File: src/rtl/id_ex_stage_pkg.sv
`default_nettype none
// ============================================================================
// Module      : id_ex_stage_pkg
// Description : Shared encodings for the ID/EX stage: FSM states, ALU
//               control codes and the bubble control word.
// Revision    : 1.0 - initial release
// ============================================================================
package id_ex_stage_pkg;

    localparam logic [0:0] c_ST_RUN   = 1'b0;
    localparam logic [0:0] c_ST_HOLD1 = 1'b1;

    localparam logic [3:0] c_ALU_AND = 4'b0000;
    localparam logic [3:0] c_ALU_OR  = 4'b0001;
    localparam logic [3:0] c_ALU_ADD = 4'b0010;
    localparam logic [3:0] c_ALU_SUB = 4'b0110;
    localparam logic [3:0] c_ALU_SLT = 4'b0111;

    typedef struct packed {
        logic       alusrc;
        logic       memread;
        logic       memwrite;
        logic       memtoreg;
        logic       regwrite;
        logic [3:0] aluctrl;
    } ex_ctrl_t;

    // A bubble is an instruction with no side effects anywhere downstream.
    localparam ex_ctrl_t c_BUBBLE_CTRL = '0;

endpackage
`default_nettype wire

File: src/rtl/id_ex_stage_hazard.sv
`default_nettype none
// ============================================================================
// Module      : id_ex_hazard
// Description : Combinational load-use / branch-operand hazard decode
//               between the instruction in ID and the one in EX.
// Revision    : 1.0 - initial release
// ============================================================================
module id_ex_hazard #(
    parameter int REG_W = 5
) (
    input  logic [REG_W-1:0] id_rs,
    input  logic [REG_W-1:0] id_rt,
    input  logic             id_regdst,
    input  logic             id_memwrite,
    input  logic             id_beq,
    input  logic             id_bne,
    input  logic [REG_W-1:0] ex_dst,
    input  logic             ex_memread,
    input  logic             ex_regwrite,
    output logic             h_lu,
    output logic             h_ba,
    output logic             h_bl
);

    logic w_uses_rt;
    logic w_br;
    logic w_match;

    assign w_uses_rt = id_regdst | id_memwrite | id_beq | id_bne;
    assign w_br      = id_beq | id_bne;
    // $0 is hard-wired, so a write to it can never be a true dependency.
    assign w_match   = (ex_dst != '0) &&
                       ((ex_dst == id_rs) || (w_uses_rt && (ex_dst == id_rt)));

    assign h_lu = ex_memread & w_match;
    assign h_ba = w_br & ex_regwrite & ~ex_memread & w_match;
    assign h_bl = w_br & ex_memread & w_match;

endmodule
`default_nettype wire

File: src/rtl/id_ex_stage.sv
`default_nettype none
// ============================================================================
// Module      : id_ex_stage
// Description : ID/EX pipeline register with hazard stall FSM, bubble
//               insertion and a saturating stall-cycle counter.
// Revision    : 1.0 - initial release
// ============================================================================
module id_ex_stage
    import id_ex_stage_pkg::*;
#(
    parameter int DATA_W = 32,
    parameter int REG_W  = 5,
    parameter int CNT_W  = 16
) (
    input  logic              clk,
    input  logic              reset,
    input  logic [DATA_W-1:0] id_pc4,
    input  logic [DATA_W-1:0] id_rsdata,
    input  logic [DATA_W-1:0] id_rtdata,
    input  logic [DATA_W-1:0] id_imm,
    input  logic [REG_W-1:0]  id_rs,
    input  logic [REG_W-1:0]  id_rt,
    input  logic [REG_W-1:0]  id_rd,
    input  logic              id_regdst,
    input  logic              id_alusrc,
    input  logic              id_memread,
    input  logic              id_memwrite,
    input  logic              id_memtoreg,
    input  logic              id_regwrite,
    input  logic              id_beq,
    input  logic              id_bne,
    input  logic [3:0]        id_aluctrl,
    input  logic              ex_flush,
    output logic [DATA_W-1:0] ex_pc4,
    output logic [DATA_W-1:0] ex_rsdata,
    output logic [DATA_W-1:0] ex_rtdata,
    output logic [DATA_W-1:0] ex_imm,
    output logic [REG_W-1:0]  ex_rs,
    output logic [REG_W-1:0]  ex_rt,
    output logic [REG_W-1:0]  ex_dst,
    output logic              ex_alusrc,
    output logic              ex_memread,
    output logic              ex_memwrite,
    output logic              ex_memtoreg,
    output logic              ex_regwrite,
    output logic [3:0]        ex_aluctrl,
    output logic              stall,
    output logic [CNT_W-1:0]  stall_cycles
);

    localparam logic [CNT_W-1:0] c_CNT_MAX = {CNT_W{1'b1}};

    logic [0:0]       r_state;
    ex_ctrl_t         r_ctrl;
    logic [CNT_W-1:0] r_cnt;
    logic             w_h_lu;
    logic             w_h_ba;
    logic             w_h_bl;
    logic             w_stall;
    logic             w_bubble;

    id_ex_hazard #(.REG_W(REG_W)) u_hazard (
        .id_rs       (id_rs),
        .id_rt       (id_rt),
        .id_regdst   (id_regdst),
        .id_memwrite (id_memwrite),
        .id_beq      (id_beq),
        .id_bne      (id_bne),
        .ex_dst      (ex_dst),
        .ex_memread  (ex_memread),
        .ex_regwrite (ex_regwrite),
        .h_lu        (w_h_lu),
        .h_ba        (w_h_ba),
        .h_bl        (w_h_bl)
    );

    always_comb begin
        w_stall = 1'b0;
        if (ex_flush)
            w_stall = 1'b0;
        else if (r_state == c_ST_HOLD1)
            w_stall = 1'b1;
        else
            w_stall = w_h_bl | w_h_lu | w_h_ba;
    end

    assign w_bubble = ex_flush | w_stall;

    always_ff @(posedge clk) begin
        if (reset) begin
            r_state   <= c_ST_RUN;
            r_ctrl    <= c_BUBBLE_CTRL;
            r_cnt     <= '0;
            ex_pc4    <= '0;
            ex_rsdata <= '0;
            ex_rtdata <= '0;
            ex_imm    <= '0;
            ex_rs     <= '0;
            ex_rt     <= '0;
            ex_dst    <= '0;
        end else begin
            ex_pc4    <= id_pc4;
            ex_rsdata <= id_rsdata;
            ex_rtdata <= id_rtdata;
            ex_imm    <= id_imm;
            ex_rs     <= id_rs;
            ex_rt     <= id_rt;
            if (w_bubble) begin
                r_ctrl <= c_BUBBLE_CTRL;
                ex_dst <= '0;
            end else begin
                r_ctrl <= '{alusrc:   id_alusrc,
                            memread:  id_memread,
                            memwrite: id_memwrite,
                            memtoreg: id_memtoreg,
                            regwrite: id_regwrite,
                            aluctrl:  id_aluctrl};
                ex_dst <= id_regdst ? id_rd : id_rt;
            end
            // Branch-on-load needs a second bubble so the load reaches MEM.
            if (!ex_flush && (r_state == c_ST_RUN) && w_h_bl)
                r_state <= c_ST_HOLD1;
            else
                r_state <= c_ST_RUN;
            if (w_stall && (r_cnt != c_CNT_MAX))
                r_cnt <= r_cnt + CNT_W'(1);
        end
    end

    assign ex_alusrc    = r_ctrl.alusrc;
    assign ex_memread   = r_ctrl.memread;
    assign ex_memwrite  = r_ctrl.memwrite;
    assign ex_memtoreg  = r_ctrl.memtoreg;
    assign ex_regwrite  = r_ctrl.regwrite;
    assign ex_aluctrl   = r_ctrl.aluctrl;
    assign stall        = w_stall;
    assign stall_cycles = r_cnt;

endmodule
`default_nettype wire
File: config.mk
export PLATFORM = sky130hd
export DESIGN_NAME = id_ex_stage
export DESIGN_NICKNAME = d
export VERILOG_FILES = /design/src/rtl/id_ex_stage_pkg.sv /design/src/rtl/id_ex_stage_hazard.sv /design/src/rtl/id_ex_stage.sv
export SDC_FILE = /design/constraint.sdc
export NUM_CORES = 1
export LEC_CHECK = 0
export ABC_CLOCK_PERIOD_IN_PS = 3030
export CAP_MARGIN = 10
export CORE_AREA = 3 3 127 129
export DETAILED_ROUTE_END_ITERATION = 8
export DIE_AREA = 0 0 130 132
export HOLD_SLACK_MARGIN = 0.05
export PLACE_DENSITY = 0.75
export SLEW_MARGIN = 20
export SYNTH_ARGS = -nofsm -noshare
export SYNTH_HDL_FRONTEND = slang
export SYNTH_SLANG_ARGS = --single-unit
File: constraint.sdc
create_clock -name clk -period 3.03 [get_ports clk]
set_clock_uncertainty 0.1 [all_clocks]
set_input_delay 0.606 -clock clk [delete_from_list [all_inputs] [get_ports clk]]
set_output_delay 0.606 -clock clk [all_outputs]
set_load 0.02 [all_outputs]
==> Word-level counts from Yosys, hierarchy flattened <==
Cells that the tools add are included.
{ "word_totals": {"ff_bits": 169, "in_bits": 158, "output_inout_bits": 169, "elab_cells": 47} }
{ "op_classes": {"addsub": 1, "eq_ne": 3, "mux": 4, "n_bitwise": 15, "n_reduce_logical": 9} }
{ "op_table": {"columns": ["op", "n"], "rows": [
  ["16-bit by 1-bit adder with 16-bit output (second input constant)", 1],
  ["16-bit inequality test (second input constant)", 1],
  ["5-bit equality test", 2],
  ["1-bit OR", 7],
  ["1-bit bitwise AND", 6],
  ["1-bit logical AND", 5],
  ["5-bit 2-to-1 mux", 1],
  ["5-bit nonzero test", 1],
  ["1-bit 2-to-1 mux", 3],
  ["1-bit NOT", 2],
  ["2-bit OR reduction", 1],
  ["1-bit zero test", 1],
  ["1-bit logical OR", 1]
]} }

==> Depth between registers and ports, before layout <==
Gate-level depths: netlist of run 1.
{ "depth": {"ltp_word": 13, "depth_mapped": 8, "ltp_nobuf": 7} }

==> By module <==
A second synthesis of run 1 with hierarchy kept.
{ "unflattened": {"hier_cells": 461, "area_unflattened_um2": 5188.7} }
{ "by_module_without_submodules": {"columns": ["module", "n_inst", "cells_per_inst", "area_each_um2", "seq_area_each_um2"], "rows": [
  ["id_ex_stage", 1, 436, 5023.6, 3383.2],
  ["id_ex_hazard", 1, 25, 165.2, 0.0]
]} }

==> Worst setup path before layout of run 1 <==
OpenSTA, ideal clock, no wires.
{ "synth_timing": {"path_kind": "in2out", "startpoint": "in id_bne", "endpoint": "out stall", "arrival_time_ns": 1.842, "t_required_ns": 2.324, "setup_slack_ns": 0.482, "stages": 7, "path_buffers": 2, "path_cell_list": "or2_1 o31ai_1 o22ai_2 a31oi_2 buf_2 buf_4 nor2_1"} }
{ "synth_via": {"elab_chain_cells": 9, "word_cells_on_any_way": 15, "classes_between": "2 x mux; 10 x bitwise; 3 x reduce/logical"} }
{ "synth_rtl": {"columns": ["item", "line_no", "text"], "rows": [
  ["start: declaration", "id_ex_stage.sv:31", "input logic id_bne,"],
  ["1-bit OR", "id_ex_stage_hazard.sv:29", "assign w_uses_rt = id_regdst | id_memwrite | id_beq | id_bne;"],
  ["1-bit logical AND", "id_ex_stage_hazard.sv:33", "((ex_dst == id_rs) || (w_uses_rt && (ex_dst == id_rt)));"],
  ["1-bit logical OR", "id_ex_stage_hazard.sv:33", null],
  ["1-bit logical AND", "id_ex_stage_hazard.sv:32", "assign w_match = (ex_dst != '0) &&"],
  ["1-bit bitwise AND, on equally long branches", "id_ex_stage_hazard.sv:37, id_ex_stage_hazard.sv:35", null],
  ["1-bit OR", "id_ex_stage.sv:84", "w_stall = w_h_bl | w_h_lu | w_h_ba;"],
  ["1-bit OR *", "id_ex_stage.sv:84", null],
  ["1-bit 2-to-1 mux *", "id_ex_stage.sv:81", "else if (r_state == c_ST_HOLD1)"],
  ["1-bit 2-to-1 mux *", "id_ex_stage.sv:79", "if (ex_flush)"],
  ["end: declaration", "id_ex_stage.sv:47", "output logic stall,"]
]} }
Mark *: on every way between the ends. The rest lies on a longest branch, timed or not.

==> Worst setup path in the final report of run 1 <==
{ "layout_timing": {"startpoint": "in id_rt[1]", "endpoint": "out stall"} }
{ "layout_via": {"elab_chain_cells": 9, "word_cells_on_any_way": 11, "classes_between": "1 x eq/ne; 2 x mux; 5 x bitwise; 3 x reduce/logical"} }
{ "layout_rtl": {"columns": ["item", "line_no", "text"], "rows": [
  ["start: declaration", "id_ex_stage.sv:22", "input logic [REG_W-1:0] id_rt,"],
  ["5-bit equality test *", "id_ex_stage_hazard.sv:33", null],
  ["1-bit logical AND *", "id_ex_stage_hazard.sv:33", null],
  ["1-bit logical OR *", "id_ex_stage_hazard.sv:33", null],
  ["1-bit logical AND *", "id_ex_stage_hazard.sv:32", null],
  ["1-bit bitwise AND, on equally long branches", "id_ex_stage_hazard.sv:37, id_ex_stage_hazard.sv:35", null],
  ["1-bit OR", "id_ex_stage.sv:84", null],
  ["1-bit OR *", "id_ex_stage.sv:84", null],
  ["1-bit 2-to-1 mux *", "id_ex_stage.sv:81", null],
  ["1-bit 2-to-1 mux *", "id_ex_stage.sv:79", null]
]} }
Marks and branches as above.

==> impl_metrics.py, run 1 <==
metrics = {
    "final_layout": {
        "fillers": 1210,
        "diodes": 0,
        "area.growth.synth_to_final_pct": 78.16,
        "register_area_um2": 3383,
        "fin_area_um2": 9226,
        "num-nets-final": 945,
        "multi_input_area_um2": 1698,
        "drive_above_1_share": 0.06015,
    },
    "power_and_ir_drop": {
        "power_frac_seq": 0.458,
        "switching_power_w": 0.001172,
        "p_int_w": 0.003982,
        "clockPowerShare": 0.405,
        "ir_drop_v": 0.0003624,
        "powerDensity_nw_per_um2": 558.7,
        "power_frac_comb": 0.137,
        "p_leak_nw": 3.462,
        "swShare": 0.2274,
    },
    "clock_network": {
        "numCtsBuffers": 17,
        "cts_setup_buffers": 0,
        "cts_buffer_depth": 2,
        "clock_sinks": 169,
        "htreeDepth": 4,
        "cts_root_buf": "clkbuf_16",
        "cts_tree": "built",
        "insertion_delay_ns": 0.41,
        "clkTransAtPathRegs_ns": 0.06,
        "cts_hold_buf": 0,
    },
    "floorplan": {
        "die_w_um": 130,
        "die-area_um2": 17160,
        "rows": 45,
        "start_util": 0.3419,
        "coreArea_um2": 15150,
        "ios": 327,
        "fp.dieH_um": 132,
    },
    "timing": {
        "max-slew-margin-rel": 0.6550,
        "fmax_ghz": 0.3461,
        "worst_slew_pin_slew_ns": 0.5175,
        "setup_violations": 0,
        "finalCritPeriodShare": 0.9537,
        "hold_ws_ns": 0.3452,
        "min_period_ns": 2.890,
        "hold_viol": 0,
        "drv_slew": 0,
        "tns_ns": 0,
        "grt_setup_unrepaired": "no",
    },
    "place": {
        "dp_hpwl_um": 12280,
        "io_buffer_count": 326,
        "place_congestion": 0.8740,
        "placed_cell_area_um2": 8642,
    },
    "drt": {
        "dr.pass1.iters": 4,
        "drc": 0,
        "postRouteAntennaNets": 0,
        "dr_total_vias": 4394,
        "wl_per_cell_um": 15.79,
        "viasPerCell": 4.456,
        "wl_um": 15570,
        "drt-initial-drc-count": 124,
    },
    "synthesis": {
        "syn-instance-count": 455,
        "synth_seq_cells": 169,
        "syn_area_per_cell_um2": 11.38,
        "synth_nets": 614,
        "yosys_warnings": 0,
        "ys_types": 39,
        "synth_area_um2": 5179,
        "ys_seq_area_frac": 0.6533,
    },
    "grt": {
        "grt_pass1_wl_um": 23130,
        "grt_usage": 0.1744,
        "overflow": 0,
        "grt_pass1_vias": 4371,
        "grt_max_degree": 52,
        "antenna_found_initial": 0,
    },
    "min_path": {
        "hold_class": "in -> reg",
    },
    "flow_run": {
        "cap_violations": 0,
    },
    "worst_setup_path": {
        "worstPathRequired_ns": 2.32,
        "cp.arrival_ns": 2.18,
        "end_kind": "primary output",
        "crit_fanout": 3,
        "criticalPathCategory": "in -> out",
        "start_kind": "primary input",
    },
    "run_status": {
        "outcome": "finished, final reports clean",
    },
}
[area by class of cell]
cell class | count | area share
Inverter | 3 | 0.001221
Multi-Input combinational cell | 260 | 0.1840
Timing Repair Buffer | 335 | 0.3606
Sequential cell | 169 | 0.3667
Tap cell | 188 | 0.02550
Clock buffer | 21 | 0.04882
Clock inverter | 10 | 0.01315
[placed cells by master (no fill, tap or decap), drive strengths merged, types with 7 or more instances in the layout]
cell and instances:
a21oi 16, and2 9, buf 10, clkbuf 21
clkdlybuf4s50 324, clkinv 7, dfxtp 169, nand2 7
nand3 9, nor2 9, nor2b 139, o31ai 11
or4 10, xnor2 10
[metal layers]
metal / part of all wire / vias to the layer above / track usage
met4: 0.017 / 0 / 0.06755
met5: 0 / - / 0
li1: - / 2145 / -
met2: 0.52 / 209 / 0.3132
met1: 0.36 / 2022 / 0.1782
met3: 0.094 / 18 / 0.07131
[worst max-delay path, cell delays in order]
cell,delay (ns)
clkdlybuf4s50_1,0.52
xnor2_1,0.13
nand4_1,0.13
o22ai_2,0.23
a31oi_4,0.12
nor2_1,0.11
dlygate4sd2_1,0.34
[synthesized netlist by cell type]
cell type	instances	area (um2)
nand2_1	7	26.28
mux2_4	1	15.01
mux2i_1	5	50.05
a31oi_2	1	12.51
or4b_1	1	10.01
clkbuf_1	19	71.32
nor2_1	9	33.78
or3_1	5	31.28
nor4_1	1	6.260
and2_1	9	56.30
nand3_1	9	45.04
o31ai_1	11	82.58
and3_1	1	6.260
or2_1	1	6.260
o41ai_1	1	8.760
buf_2	2	10.01
or4_1	10	75.07
o21ai_1	2	10.01
o21a_1	1	7.510
nand4_1	4	25.02
buf_6	1	11.26
dfxtp_1	169	3383
or2_2	1	6.260
o21ai_0	3	15.01
nand4_2	1	12.51
nor4_2	1	12.51
or3b_1	1	8.760
xnor2_1	10	87.58
a21oi_1	16	80.08
nor3_2	1	10.01
or2_4	1	8.760
ha_1	1	12.51
o22ai_2	1	12.51
nor2b_1	139	869.6
nor3_4	1	16.27
buf_4	1	7.510
and4_1	1	8.760
nor3_1	3	15.01
inv_1	3	11.26
[cell families (layout without fill, tap and decap cells)]
family,Yosys count,in the layout,synth area share
adders and majority gates,1,1,0.002416
muxes,6,6,0.01256
AOI/OAI and AO/OA,36,36,0.04421
xor gates and xnor gates,10,10,0.01691
and+or+nand+nor,207,207,0.2491
DFF,169,169,0.6533
buffers and inverters,26,369,0.02150
[registers in the layout, indices dropped and copies added (netlist names), 4 cells and up]
name and count:
ex_aluctrl 4, ex_pc4 32, ex_rs 5, ex_rsdata 32
ex_rt 5, ex_imm 32, stall_cycles 16, ex_dst 5
ex_rtdata 32
[metrics by stage]
| step | utilization | cells | setup WS (ns) | total power, W |
|---|---|---|---|---|
| 2_1_floorplan | - | 455 | 0.4820 | 0.002668 |
| 3_3_place_gp | 0.5706 | 955 | -0.1301 | 0.003109 |
| 3_5_place_dp | 0.5706 | 955 | -0.1654 | 0.003120 |
| 4_1_cts | 0.6083 | 986 | 0.04120 | 0.005223 |
| 5_1_grt | 0.6092 | 986 | 0.003915 | 0.005361 |
| 6_report | 0.6092 | 986 | 0.1404 | 0.005154 |
[path summary, 6_finish.rpt]
check,slack [ns],cells after the start,startpoint,endpoint
min,0.35,2,reset,stall_cycles[2]
max reg2reg,0.79,7,ex_dst[0],stall_cycles[6]
max,0.14,7,id_rt[1],stall
min reg2reg,0.37,2,ex_memread,r_state
[power groups by stage]
stage,registers (W),clock network [W],logic [W]
6_report,0.00236,0.00209,0.000705
4_1_cts,0.00236,0.00215,0.000711
3_3_place_gp,0.00241,0,0.000701
3_5_place_dp,0.00241,0,0.000708
2_1_floorplan,0.00254,0,0.000125
5_1_grt,0.00237,0.00224,0.000748
[repair_timing]
| item | in CTS | in global routing |
|---|---|---|
| endpoints found under the setup margin | 1 | 1 |
| endpoints found under the hold margin | 0 | 0 |
| gates resized for setup | 1 | 2 |
Power figures use the tool's default switching activity.
==> run 2: changes to the inputs <==
ABC_CLOCK_PERIOD_IN_PS = 3400   (was 3030)
GPL_TIMING_DRIVEN = 0   (was unset)
clock period = 3.4 ns   (was 3.03 ns; I/O delays follow)
==> run 2 against run 1 <==
  * Register-to-register slack better by 0.39 ns
  * Via count up 2.3%
  * Critical path depth up 2
  * Non-clock buffer count up 14
  * Combinational power down 10%
  * Sequential power down 11%
  * Wire length up 4.8%
  * Total power down 6.3%
  * Final area up 1.2%
  * Global-route usage up 1.1 points
  * Sequential share of layout area down 0.44 points
  * First-iteration DRC count up 39%
==> impl_metrics.py, run 2 (same netlist as run 1, synthesis figures left out) <==
metrics = {
    "drt": {
        "drt-initial-drc-count": 172,
        "drc": 0,
        "wl_per_cell_um": 16.30,
        "dr.pass1.iters": 6,
        "dr_total_vias": 4494,
        "postRouteAntennaNets": 0,
        "viasPerCell": 4.490,
        "wl_um": 16320,
    },
    "power_and_ir_drop": {
        "powerDensity_nw_per_um2": 517.0,
        "finalPower_w": 0.004828,
        "ir_drop_v": 0.0003631,
        "p_leak_nw": 3.489,
    },
    "floorplan": {
        "die_w_um": 130,
        "ios": 327,
        "start_util": 0.3419,
        "die-area_um2": 17160,
        "fp.dieH_um": 132,
        "coreArea_um2": 15150,
        "rows": 45,
    },
    "min_path": {
        "hold_depth": 2,
        "min_to": "r_state",
        "min_from": "ex_memread",
        "hold_class": "reg -> reg",
    },
    "clock_network": {
        "clkTransAtPathRegs_ns": 0.07,
        "insertion_delay_ns": 0.41,
        "numCtsBuffers": 17,
        "cts_buffer_depth": 2,
        "cts_hold_buf": 0,
        "cts_tree": "built",
        "htreeDepth": 4,
        "clock_sinks": 169,
        "cts_root_buf": "clkbuf_16",
    },
    "grt": {
        "use_met2": 0.3364,
        "grt_pass1_vias": 4602,
        "grt_usage": 0.1854,
        "overflow": 0,
        "antenna_found_initial": 1,
        "grt-busiest-layer": "met2",
        "grt_use_met3": 0.07374,
        "grt_util_met1": 0.1882,
        "grt_max_degree": 17,
        "grt_pass1_wl_um": 24650,
    },
    "place": {
        "place_congestion": 0.8606,
        "io_buffer_count": 325,
        "pre_cts_slack_ns": -0.4570,
        "dp_hpwl_um": 13050,
    },
    "timing": {
        "fmax_ghz": 0.3076,
        "timing.final.ws_setup_ns": 0.1491,
        "drv_slew": 0,
        "finalCritPeriodShare": 0.9562,
        "grt_setup_unrepaired": "no",
        "setup_violations": 0,
        "hold_ws_ns": 0.3711,
        "tns_ns": 0,
        "max-slew-margin-rel": 0.5650,
        "min_period_ns": 3.251,
        "worst_slew_pin_slew_ns": 0.6525,
        "hold_viol": 0,
    },
    "final_layout": {
        "fillers": 1216,
        "layout_commonest_cell": "clkdlybuf4s50_1",
        "register_area_um2": 3383,
        "drive_above_1_share": 0.05788,
        "area.growth.synth_to_final_pct": 80.33,
        "num-nets-final": 959,
        "multi_input_area_um2": 1698,
        "finish.utilization": 0.6166,
        "layout_common_cells": "clkdlybuf4s50_1 (324), dfxtp_1 (169), nor2b_1 (139), clkbuf_1 (19), clkbuf_16 (17)",
    },
    "worst_setup_path": {
        "criticalPathCategory": "in -> out",
        "rrSetupSlack_ns": 1.18,
        "cp.arrival_ns": 2.47,
        "reg2reg_depth": 7,
        "worstPathRequired_ns": 2.62,
        "r2r-end": "stall_cycles[6]",
        "start_kind": "primary input",
        "end_kind": "primary output",
        "reg2reg_from": "stall_cycles[0]",
        "crit_fanout": 10,
    },
    "run_status": {
        "outcome": "finished, final reports clean",
    },
    "flow_run": {
        "cap_violations": 0,
    },
}
-- run 2: cell count changes in the layout (fill, tap and decap cells not counted), moves of 3 or more --
cell      change
inv_6         +5
buf_4         -8
clkinv_4      -3
clkinv_2      -3
clkbuf_1     +16
-- run 2: power by group --
part           internal (W)  switching [W]
Clock               0.00127       0.000819
Sequential          0.00207      0.0000294
Combinational      0.000370       0.000264
Total               0.00372        0.00111
-- run 2: layout make-up --
| class | count | share of cell area |
|---|---|---|
| buffer | 23 | 0.01139 |
| timing repair buffer | 326 | 0.3486 |
| clock inverter | 13 | 0.02224 |
| sequential | 169 | 0.3623 |
| tap | 188 | 0.02519 |
| antenna | 1 | 0.0002680 |
| inverter | 3 | 0.001206 |
| clock buffer | 18 | 0.04703 |
| multi-input combinational | 260 | 0.1818 |
-- run 2: worst max-delay path by stage --
stage	endpoint	slack, ns	from	cells past startpoint
after floorplan	stall	0.70	id_bne	7
after global placement	stall	-0.41	id_bne	9
after detailed placement	stall	-0.46	id_bne	9
after CTS	stall	0.01	id_bne	9
after global routing	stall	0.03	id_rt[0]	9
final	stall	0.15	id_bne	9
-- run 2: what timing repair did --
item / CTS / global route
setup endpoints to repair: 1 / 1
resized for setup: 6 / 1
pin swaps: 1 / 0
setup buffers: 1 / 0
-- run 2: routing by layer --
| layer | part of all wire | routed length [um] |
|---|---|---|
| met2 | 0.52 | 8406 |
| met3 | 0.10 | 1634 |
| met4 | 0.023 | 371 |
| met1 | 0.36 | 5904 |
| met5 | 0 | 0 |
-- run 2: critical path: stages --
cell	delay [ns]
clkdlybuf4s50_1	0.39
or2_1	0.28
o31ai_2	0.22
o22ai_2	0.15
a31oi_4	0.20
buf_6	0.15
buf_4	0.17
nor2_1	0.05
clkbuf_2	0.17
-- run 2: per-stage QoR --
step / instance area (um2) / instances
global placement: 8667 / 968
detailed placement: 8667 / 968
global route: 9339 / 1001
CTS: 9341 / 1000
finish: 9339 / 1001
floorplan: 5179 / 455
==> run 3: changes to the inputs <==
CELL_PAD_IN_SITES_DETAIL_PLACEMENT = 1   (was unset)
CELL_PAD_IN_SITES_GLOBAL_PLACEMENT = 2   (was unset)
CORE_AREA = unset   (was 3 3 127 129)
CORE_ASPECT_RATIO = 1.1   (was unset)
CORE_UTILIZATION = 22   (was unset)
DIE_AREA = unset   (was 0 0 130 132)
PLACE_DENSITY = unset   (was 0.75)
PLACE_DENSITY_LB_ADDON = 0.1   (was unset)
==> run 3 against run 2 <==
  * Non-clock buffer count down 1
  * Register-to-register slack worse by 0.02 ns
  * Total power down 0.82%
  * Critical endpoint unchanged
  * Largest cell class unchanged
  * Highest routed layer unchanged
==> impl_metrics.py, run 3 (same netlist as run 1, synthesis figures left out) <==
metrics = {
    "grt": {
        "overflow": 0,
        "antenna_found_initial": 0,
        "grt_pass1_vias": 4853,
        "grt_max_degree": 20,
        "grt_usage": 0.1511,
        "grt_pass1_wl_um": 27210,
    },
    "final_layout": {
        "num-nets-final": 958,
        "multi_input_area_um2": 1698,
        "diodes": 0,
        "layout_common_cells": "clkdlybuf4s50_1 (324), dfxtp_1 (169), nor2b_1 (139), clkbuf_1 (19), clkbuf_16 (17)",
        "fillers": 2532,
        "layout_commonest_cell": "clkdlybuf4s50_1",
        "register_area_um2": 3383,
        "area.growth.synth_to_final_pct": 82.36,
        "fin_area_um2": 9444,
        "drive_above_1_share": 0.05788,
    },
    "power_and_ir_drop": {
        "ir_drop_v": 0.0003127,
        "switching_power_w": 0.001205,
        "p_int_w": 0.003583,
        "powerDensity_nw_per_um2": 507.1,
        "finalPower_w": 0.004789,
        "power_frac_seq": 0.439,
        "clockPowerShare": 0.428,
        "p_leak_nw": 3.466,
        "power_frac_comb": 0.133,
        "swShare": 0.2517,
    },
    "clock_network": {
        "clock_sinks": 169,
        "clkTransAtPathRegs_ns": 0.07,
        "htreeDepth": 4,
        "cts_root_buf": "clkbuf_16",
        "cts_tree": "built",
        "insertion_delay_ns": 0.43,
        "numCtsBuffers": 17,
        "cts_buffer_depth": 2,
    },
    "worst_setup_path": {
        "end_kind": "primary output",
        "worstPathRequired_ns": 2.62,
        "cp.arrival_ns": 2.47,
        "crit_fanout": 19,
        "start_kind": "primary input",
        "criticalPathCategory": "in -> out",
    },
    "floorplan": {
        "die-area_um2": 24160,
        "die_w_um": 148.3,
        "fp.dieH_um": 162.9,
        "ios": 327,
        "start_util": 0.2251,
        "coreArea_um2": 23000,
        "rows": 58,
    },
    "place": {
        "dp_hpwl_um": 14310,
        "placed_cell_area_um2": 8807,
        "place_congestion": 0.7737,
        "pre_cts_slack_ns": -0.5400,
        "io_buffer_count": 325,
    },
    "timing": {
        "finalCritPeriodShare": 0.9553,
        "timing.final.ws_setup_ns": 0.1519,
        "setup_violations": 0,
        "min_period_ns": 3.248,
        "hold_viol": 0,
        "worst_slew_pin_slew_ns": 0.6206,
        "max-slew-margin-rel": 0.5862,
        "hold_ws_ns": 0.3827,
        "fmax_ghz": 0.3079,
        "grt_setup_unrepaired": "no",
        "drv_slew": 0,
    },
    "run_status": {
        "outcome": "finished, final reports clean",
    },
    "flow_run": {
        "cap_violations": 0,
    },
    "drt": {
        "drt-initial-drc-count": 171,
        "dr.pass1.iters": 4,
        "postRouteAntennaNets": 0,
        "viasPerCell": 4.069,
        "drc": 0,
        "wl_per_cell_um": 16.27,
        "wl_um": 18100,
        "dr_total_vias": 4525,
    },
    "min_path": {
        "hold_class": "reg -> reg",
    },
}
==> run 3: final timing paths <==
path	start	end	slack (ns)	cells past startpoint
hold / removal	ex_memread	r_state	0.38	2
hold reg to reg	ex_memread	r_state	0.38	2
setup reg to reg	ex_dst[0]	stall_cycles[6]	1.16	7
setup / recovery	id_bne	stall	0.15	8
==> run 3: stage by stage <==
step                      instances    util  TNS (ns)
final                          1112  0.4105         0
after global routing           1112  0.4105         0
after CTS                      1112  0.4105         0
after detailed placement       1080  0.3828   -0.5400
after global placement         1080  0.3828   -0.5011
after floorplan                 455       -         0
==> run 3: worst max-delay path, stage by stage <==
cell             delay (ns)
clkdlybuf4s50_1        0.39
or2_1                  0.28
o31ai_2                0.23
o22ai_2                0.16
a31oi_4                0.20
buf_6                  0.20
nor2_1                 0.05
clkdlybuf4s15_2        0.26
==> run 3: final cells by class <==
class | count | share of cell area
flip-flops and latches | 169 | 0.3582
repair buffers | 326 | 0.3454
multi-input cells | 260 | 0.1798
clock buffers | 18 | 0.04650
well taps | 300 | 0.03975
clock inverters | 14 | 0.01868
plain buffers | 22 | 0.01047
inverters | 3 | 0.001192
==> run 3: timing repair <==
action,CTS,global route
hold buffers,0,0
endpoints found under the setup margin,1,0
gates resized for setup,7,0
setup buffers,1,0
==> run 3: power by group through the flow <==
stage / combinational [W] / clock, W / sequential, W
after floorplan: 0.000111 / 0 / 0.00227
after global placement: 0.000636 / 0 / 0.00214
after detailed placement: 0.000643 / 0 / 0.00215
after CTS: 0.000649 / 0.00213 / 0.00210
after global routing: 0.000681 / 0.00221 / 0.00211
final: 0.000637 / 0.00205 / 0.00210
==> run 3: per-layer routing <==
metal	vias up	wire, um	GRT usage
li1	2173	-	-
met1	2127	6353	0.1474
met2	211	9404	0.2717
met3	14	2045	0.07703
met4	0	293	0.05436
met5	-	0	0
